**src/rtl/uart_pkg.sv**
```systemverilog
// Shared types and constants for the parameterised UART transmitter:
// FSM state encoding, parity-select codes and baud ticks per bit.
package uart_pkg;

   typedef enum logic [2:0] {
      ST_IDLE,
      ST_START,
      ST_DATA,
      ST_PARITY,
      ST_STOP1,
      ST_STOP2,
      ST_BREAK
   } tx_state_t;

   localparam logic [1:0] PDSEL_NONE  = 2'b00;
   localparam logic [1:0] PDSEL_EVEN  = 2'b01;
   localparam logic [1:0] PDSEL_ODD   = 2'b10;
   localparam logic [1:0] PDSEL_NONE2 = 2'b11;

   localparam int TICKS_BRGH = 4;
   localparam int TICKS_STD  = 16;

   // Frame settings captured when a character is popped.
   typedef struct packed {
      logic       brgh;
      logic [1:0] pdsel;
      logic       stsel;
   } tx_cfg_t;

   function automatic logic [3:0] last_tick(input logic brgh);
      return brgh ? 4'(TICKS_BRGH - 1) : 4'(TICKS_STD - 1);
   endfunction

   function automatic logic has_parity(input logic [1:0] pdsel);
      return (pdsel == PDSEL_EVEN) || (pdsel == PDSEL_ODD);
   endfunction

endpackage

```
**src/rtl/uart_tx_fifo.sv**
```systemverilog
// Transmit FIFO with occupancy count; head entry is visible on rd_data
// without a read request so the transmitter can pop straight into its shifter.
module uart_tx_fifo #(
   parameter  int DATA_W     = 8,
   parameter  int FIFO_DEPTH = 4,
   localparam int AW         = $clog2(FIFO_DEPTH),
   localparam int LW         = AW + 1
) (
   input  logic              clk,
   input  logic              rst,
   input  logic              wr_en,
   input  logic [DATA_W-1:0] wr_data,
   input  logic              rd_en,
   output logic [DATA_W-1:0] rd_data,
   output logic              full,
   output logic              empty,
   output logic [LW-1:0]     level
);

   logic [DATA_W-1:0] mem [FIFO_DEPTH];
   logic [AW-1:0]     wr_ptr_reg, wr_ptr_next;
   logic [AW-1:0]     rd_ptr_reg, rd_ptr_next;
   logic [LW-1:0]     level_reg, level_next;

   always_ff @(posedge clk) begin
      if (wr_en)
         mem[wr_ptr_reg] <= wr_data;
   end

   // Depth is a power of two, so pointer overflow is the modulo wrap.
   always_comb begin
      wr_ptr_next = wr_ptr_reg;
      rd_ptr_next = rd_ptr_reg;
      level_next  = level_reg;
      if (wr_en)
         wr_ptr_next = wr_ptr_reg + 1'b1;
      if (rd_en)
         rd_ptr_next = rd_ptr_reg + 1'b1;
      if (wr_en && !rd_en)
         level_next = level_reg + 1'b1;
      else if (!wr_en && rd_en)
         level_next = level_reg - 1'b1;
   end

   always_ff @(posedge clk or posedge rst) begin
      if (rst) begin
         wr_ptr_reg <= '0;
         rd_ptr_reg <= '0;
         level_reg  <= '0;
      end else begin
         wr_ptr_reg <= wr_ptr_next;
         rd_ptr_reg <= rd_ptr_next;
         level_reg  <= level_next;
      end
   end

   assign rd_data = mem[rd_ptr_reg];
   assign full    = (level_reg == LW'(FIFO_DEPTH));
   assign empty   = (level_reg == '0);
   assign level   = level_reg;

endmodule

```
**src/rtl/uart_tx_param.sv**
```systemverilog
// Parameterised UART transmitter with FIFO, parity, 1/2 stop bits and break.
// Define UART_TX_CTS_EN to gate frame starts on a synchronised cts_i.
module uart_tx_param
   import uart_pkg::*;
#(
   parameter  int DATA_W     = 8,
   parameter  int FIFO_DEPTH = 4,
   localparam int LW         = $clog2(FIFO_DEPTH) + 1
) (
   input  logic              clk,
   input  logic              rst,
   input  logic              tx_valid_i,
   input  logic [DATA_W-1:0] tx_data_i,
   output logic              tx_ready_o,
   input  logic              txbrk_i,
   input  logic              enable_i,
   input  logic              brg_sample_i,
   input  logic              brgh_i,
   input  logic [1:0]        pdsel_i,
   input  logic              stsel_i,
   input  logic              cts_i,
   output logic              txd_o,
   output logic [LW-1:0]     fifo_level_o,
   output logic              tx_empty_o
);

   tx_state_t         state_reg, state_next;
   logic [3:0]        tick_cnt_reg, tick_cnt_next;
   logic [3:0]        bit_cnt_reg, bit_cnt_next;
   logic [DATA_W-1:0] shift_reg, shift_next;
   logic              parity_reg, parity_next;
   tx_cfg_t           cfg_reg, cfg_next;

   logic              fifo_full, fifo_empty, pop, start_ok, bit_end;
   logic [DATA_W-1:0] fifo_rd_data;

`ifdef UART_TX_CTS_EN
   logic [1:0] cts_sync_reg;
   always_ff @(posedge clk or posedge rst) begin
      if (rst)
         cts_sync_reg <= '0;
      else
         cts_sync_reg <= {cts_sync_reg[0], cts_i};
   end
   assign start_ok = cts_sync_reg[1];
`else
   logic unused_cts;
   assign unused_cts = cts_i;
   assign start_ok   = 1'b1;
`endif

   uart_tx_fifo #(
      .DATA_W     (DATA_W),
      .FIFO_DEPTH (FIFO_DEPTH)
   ) u_fifo (
      .clk     (clk),
      .rst     (rst),
      .wr_en   (tx_valid_i & ~fifo_full),
      .wr_data (tx_data_i),
      .rd_en   (pop),
      .rd_data (fifo_rd_data),
      .full    (fifo_full),
      .empty   (fifo_empty),
      .level   (fifo_level_o)
   );

   assign bit_end = enable_i & brg_sample_i & (tick_cnt_reg == last_tick(cfg_reg.brgh));

   always_comb begin
      state_next    = state_reg;
      tick_cnt_next = tick_cnt_reg;
      bit_cnt_next  = bit_cnt_reg;
      shift_next    = shift_reg;
      parity_next   = parity_reg;
      cfg_next      = cfg_reg;
      pop           = 1'b0;

      if (state_reg == ST_IDLE)
         tick_cnt_next = '0;
      else if (enable_i && brg_sample_i)
         tick_cnt_next = bit_end ? 4'd0 : tick_cnt_reg + 4'd1;

      case (state_reg)
         ST_IDLE: begin
            if (enable_i && !fifo_empty && start_ok) begin
               pop           = 1'b1;
               shift_next    = fifo_rd_data;
               parity_next   = (^fifo_rd_data) ^ (pdsel_i == PDSEL_ODD);
               cfg_next.brgh  = brgh_i;
               cfg_next.pdsel = pdsel_i;
               cfg_next.stsel = stsel_i;
               bit_cnt_next  = '0;
               // A break consumes the popped character without sending it.
               state_next    = txbrk_i ? ST_BREAK : ST_START;
            end
         end
         ST_START: begin
            if (bit_end)
               state_next = ST_DATA;
         end
         ST_DATA: begin
            if (bit_end) begin
               shift_next = shift_reg >> 1;
               if (bit_cnt_reg == 4'(DATA_W - 1))
                  state_next = has_parity(cfg_reg.pdsel) ? ST_PARITY : ST_STOP1;
               else
                  bit_cnt_next = bit_cnt_reg + 4'd1;
            end
         end
         ST_PARITY: begin
            if (bit_end)
               state_next = ST_STOP1;
         end
         ST_STOP1: begin
            if (bit_end)
               state_next = cfg_reg.stsel ? ST_STOP2 : ST_IDLE;
         end
         ST_STOP2: begin
            if (bit_end)
               state_next = ST_IDLE;
         end
         ST_BREAK: begin
            if (bit_end) begin
               if (bit_cnt_reg == 4'(DATA_W + 1))
                  state_next = ST_STOP1;
               else
                  bit_cnt_next = bit_cnt_reg + 4'd1;
            end
         end
         default: state_next = ST_IDLE;
      endcase
   end

   always_ff @(posedge clk or posedge rst) begin
      if (rst) begin
         state_reg    <= ST_IDLE;
         tick_cnt_reg <= '0;
         bit_cnt_reg  <= '0;
         shift_reg    <= '0;
         parity_reg   <= 1'b0;
         cfg_reg      <= '0;
      end else begin
         state_reg    <= state_next;
         tick_cnt_reg <= tick_cnt_next;
         bit_cnt_reg  <= bit_cnt_next;
         shift_reg    <= shift_next;
         parity_reg   <= parity_next;
         cfg_reg      <= cfg_next;
      end
   end

   // Line level decoded from state so reset returns it high without a clock.
   always_comb begin
      txd_o = 1'b1;
      case (state_reg)
         ST_START, ST_BREAK: txd_o = 1'b0;
         ST_DATA:            txd_o = shift_reg[0];
         ST_PARITY:          txd_o = parity_reg;
         default:            txd_o = 1'b1;
      endcase
   end

   assign tx_ready_o = ~fifo_full;
   assign tx_empty_o = fifo_empty & (state_reg == ST_IDLE);

endmodule

```
**config.mk**
```make
export PLATFORM = sky130hd
export DESIGN_NAME = uart_tx_param
export DESIGN_NICKNAME = d
export VERILOG_FILES = /design/src/rtl/uart_pkg.sv /design/src/rtl/uart_tx_fifo.sv /design/src/rtl/uart_tx_param.sv
export SDC_FILE = /design/constraint.sdc
export NUM_CORES = 1
export LEC_CHECK = 0
export ABC_CLOCK_PERIOD_IN_PS = 2600
export BUFFER_PORTS_ARGS = -buffer_cell sky130_fd_sc_hd__buf_2
export CAP_MARGIN = 0
export CORE_ASPECT_RATIO = 1.2
export CORE_MARGIN = 2
export CORE_UTILIZATION = 30
export CTS_BUF_LIST = sky130_fd_sc_hd__clkbuf_4
export DETAILED_ROUTE_END_ITERATION = 10
export GPL_ROUTABILITY_DRIVEN = 0
export GPL_TIMING_DRIVEN = 0
export SYNTH_ARGS = -nofsm -noshare
export SYNTH_HDL_FRONTEND = slang
export SYNTH_SLANG_ARGS = --single-unit
```
**constraint.sdc**
```tcl
create_clock -name clk -period 2.6 [get_ports clk]
set_input_delay 0.52 -clock clk [delete_from_list [all_inputs] [get_ports clk]]
set_output_delay 0.52 -clock clk [all_outputs]
set_load 0.02 [all_outputs]
```
==> impl_metrics.py <==
metrics = {
    "status": {
        "status": "finished clean",
    },
    "route": {
        "drt-pass1-iter-count": 4,
        "avgViaCountPerCell": 4.804,
        "vias": 1907,
        "wire_per_inst_um": 14.00,
        "drt-initial-drc-count": 60,
        "drt_wl_total_mm": 5.559,
        "drc": 0,
        "ant_nets": 0,
    },
    "setup_path": {
        "slowest_delay_ps": 400,
        "cp-end-kind": "flop",
        "rr_worst_depth": 9,
        "arrival_ps": 2770,
        "cp-endpoint": "u_fifo.level[1]",
        "required_ps": 2900,
        "setup.worst_path.start": "state_reg[2]",
        "startpoint_type": "flop",
        "slowest_stage": "fa_1",
        "path_class": "reg2reg",
        "r2r-end": "u_fifo.level[1]",
        "critPathMaxFanout": 10,
        "r2r_slack_ps": 130,
        "cp_cell_sequence": "buf_2 > nor3_4 > and2_1 > buf_2 > inv_1 > ha_1 > inv_1 > fa_1 > mux2_2",
        "r2r-start": "state_reg[2]",
    },
    "sta": {
        "worst_pin_slew_ps": 752.2,
        "slew_violations": 0,
        "fin_skew_ps": 25.13,
        "hold_viol": 0,
        "rsz0062_at_grt": "yes",
        "slew_headroom_pct": 49.67,
        "min_period_ps": 2470,
        "period_share_pct": 94.98,
        "setup_slack_ps": 130.4,
        "setup_viol": 0,
        "max_freq_mhz": 404.9,
    },
    "synthesis": {
        "synth_edf_count": 32,
        "syn-num-nets": 258,
        "synth_seq_cells": 63,
        "syn_inst": 230,
        "ys_seq_area_share_pct": 57.86,
        "post_synth.cell_area_avg_sq_um": 13.05,
        "synthDistinctLibCells": 51,
        "ys_warn_count": 0,
        "yosys_most_used_dff": "edfxtp_1",
        "async_flop_share_pct": 49.21,
        "synth_area_sq_um": 3002,
    },
    "layout": {
        "fillCellCount": 962,
        "seq_area_sq_um": 1737,
        "largest_reg_flops": 32,
        "stdcell_area_sq_um": 3432,
        "insertedDiodeCount": 0,
        "multi_input_comb_area_sq_um": 1189,
        "fin_nets": 294,
        "layout_common_cells": "edfxtp_1 (32), dfrtp_1 (31), buf_2 (26)",
        "final_cells": 397,
        "layout_commonest_cell": "edfxtp_1",
        "drive_gt1_share_pct": 22.51,
        "area_growth_pct": 14.34,
    },
    "placement": {
        "postPlaceCellArea_sq_um": 3274,
        "place_inst": 379,
        "pre_cts_ws_ps": -211.1,
        "dp.final_hpwl_mm": 3.983,
        "port-buffer-count": 23,
    },
    "run": {
        "drv_cap": 0,
    },
    "power_and_ir_drop": {
        "p_sw_share_pct": 31.84,
        "p_leak_nw": 1.417,
        "pwr-share-comb_pct": 21.6,
        "seqPwrFrac_pct": 54.8,
        "p_int_mw": 1.663,
        "powerDensity_nw_per_um2": 710.9,
        "p_clk_share_pct": 23.6,
        "p_switching_uw": 776.8,
        "max-vdd-ir-drop_mv": 0.3725,
    },
    "floorplan": {
        "rows": 40,
        "die_h_um": 113.6,
        "dieArea_sq_um": 10820,
        "core_area_sq_um": 9859,
        "io_pins": 25,
        "start_util_pct": 30.44,
        "die_x_um": 95.31,
    },
    "grt": {
        "grt_max_degree": 32,
        "gr-usage-met3_pct": 2.444,
        "use_met2_pct": 18.97,
        "grt_pass1_vias": 1954,
        "antenna_found_initial": 0,
        "grtUsageTotal_pct": 11.33,
        "met1_usage_pct": 13.93,
        "grt_overflow": 0,
        "gr-max-usage-layer": "met2",
        "grt_first_pass_wirelength_mm": 9.370,
    },
    "clock_tree": {
        "numCtsBuffers": 9,
        "clk_pin_slew_ps": 130,
        "clock-sinks": 63,
        "cts_max_level": 3,
        "root_buffer": "clkbuf_4",
        "clock_latency_ps": 400,
        "cts_setup_buffers": 0,
        "cts_tree": "built",
        "clockBufferDepth": 2,
    },
    "hold_path": {
        "worstHoldStart": "tx_data_i[1]",
        "holdCritPathClass": "in2reg",
        "whs_path_depth": 1,
    },
}
-- cells in the mapped netlist, types with 5 or more instances --
master | count | area, sq um
mux2i_1 | 7 | 70.07
xnor2_1 | 8 | 70.07
inv_1 | 12 | 45.04
nand2_1 | 18 | 67.56
xor2_1 | 5 | 43.79
ha_1 | 8 | 100.1
nor2_1 | 11 | 41.29
dfrtp_1 | 31 | 775.7
edfxtp_1 | 32 | 960.9
mux2_2 | 7 | 78.83
and3_1 | 5 | 31.28
o21ai_0 | 12 | 60.06
a21oi_1 | 14 | 70.07
-- how the worst min path moves through the flow --
stage                                   to  slack, ps
final                     u_fifo.mem[0][1]        330
after global routing      u_fifo.mem[2][2]        300
after CTS                 u_fifo.mem[2][2]        310
after detailed placement      shift_reg[5]        480
after global placement        shift_reg[1]        470
after floorplan               shift_reg[1]        450
-- final cells by class --
class	instances	area share, %
Buffer	8	1.240
Clock buffer	9	1.969
Clock inverter	7	1.422
Inverter	12	1.312
Multi-Input combinational cell	147	34.63
Sequential cell	63	50.60
Tap cell	126	4.594
Timing Repair Buffer	25	4.229
-- through the flow --
step / TNS, ps / total power [mW] / util, % / hold slack [ps]
floorplan: 0 / 1.728 / - / 449.6
CTS: 0 / 2.468 / 34.44 / 310.1
finish: 0 / 2.440 / 34.81 / 331.1
global placement: -222.2 / 1.877 / 33.21 / 468.7
detailed placement: -265.9 / 1.897 / 33.21 / 475.5
global route: -46.23 / 2.603 / 34.81 / 298.7
-- worst max-delay path, delay by kind of cell, from the launching register on --
kind                     cells  cell delay, ps
adder cells (fa/ha/maj)      2             660
buffers and inverters        4             670
flip-flops                   1             370
multiplexers                 1             260
AND/OR/NAND/NOR              2             390
-- kinds of logic after synthesis --
kind of cell | share of synthesized area [%]
DFF | 57.86
and+or+nand+nor | 9.212
AOI/OAI and AO/OA | 9.463
muxes | 11.46
buffers and inverters | 2.917
xor gates and xnor gates | 5.086
adders and majority gates | 4.002
-- power groups by stage --
stage / clock (mW) / sequential [mW] / combinational, mW
floorplan: 0 / 1.36 / 0.367
global placement: 0 / 1.35 / 0.526
detailed placement: 0 / 1.36 / 0.537
CTS: 0.593 / 1.34 / 0.538
global route: 0.641 / 1.36 / 0.602
finish: 0.576 / 1.34 / 0.527
-- metal layers --
| layer | vias to the layer above | wire length, um |
|---|---|---|
| li1 | 928 | - |
| met1 | 937 | 2399 |
| met2 | 33 | 2896 |
| met3 | 9 | 195 |
| met4 | 0 | 68 |
| met5 | - | 0 |
-- timing repair --
action	CTS	global route
setup endpoints to repair	2	8
cloned	0	0
pin swaps	0	0
hold buffers	0	1
resized for setup	1	2
endpoints found under the hold margin	0	6
(Power assumes the default switching activity.)
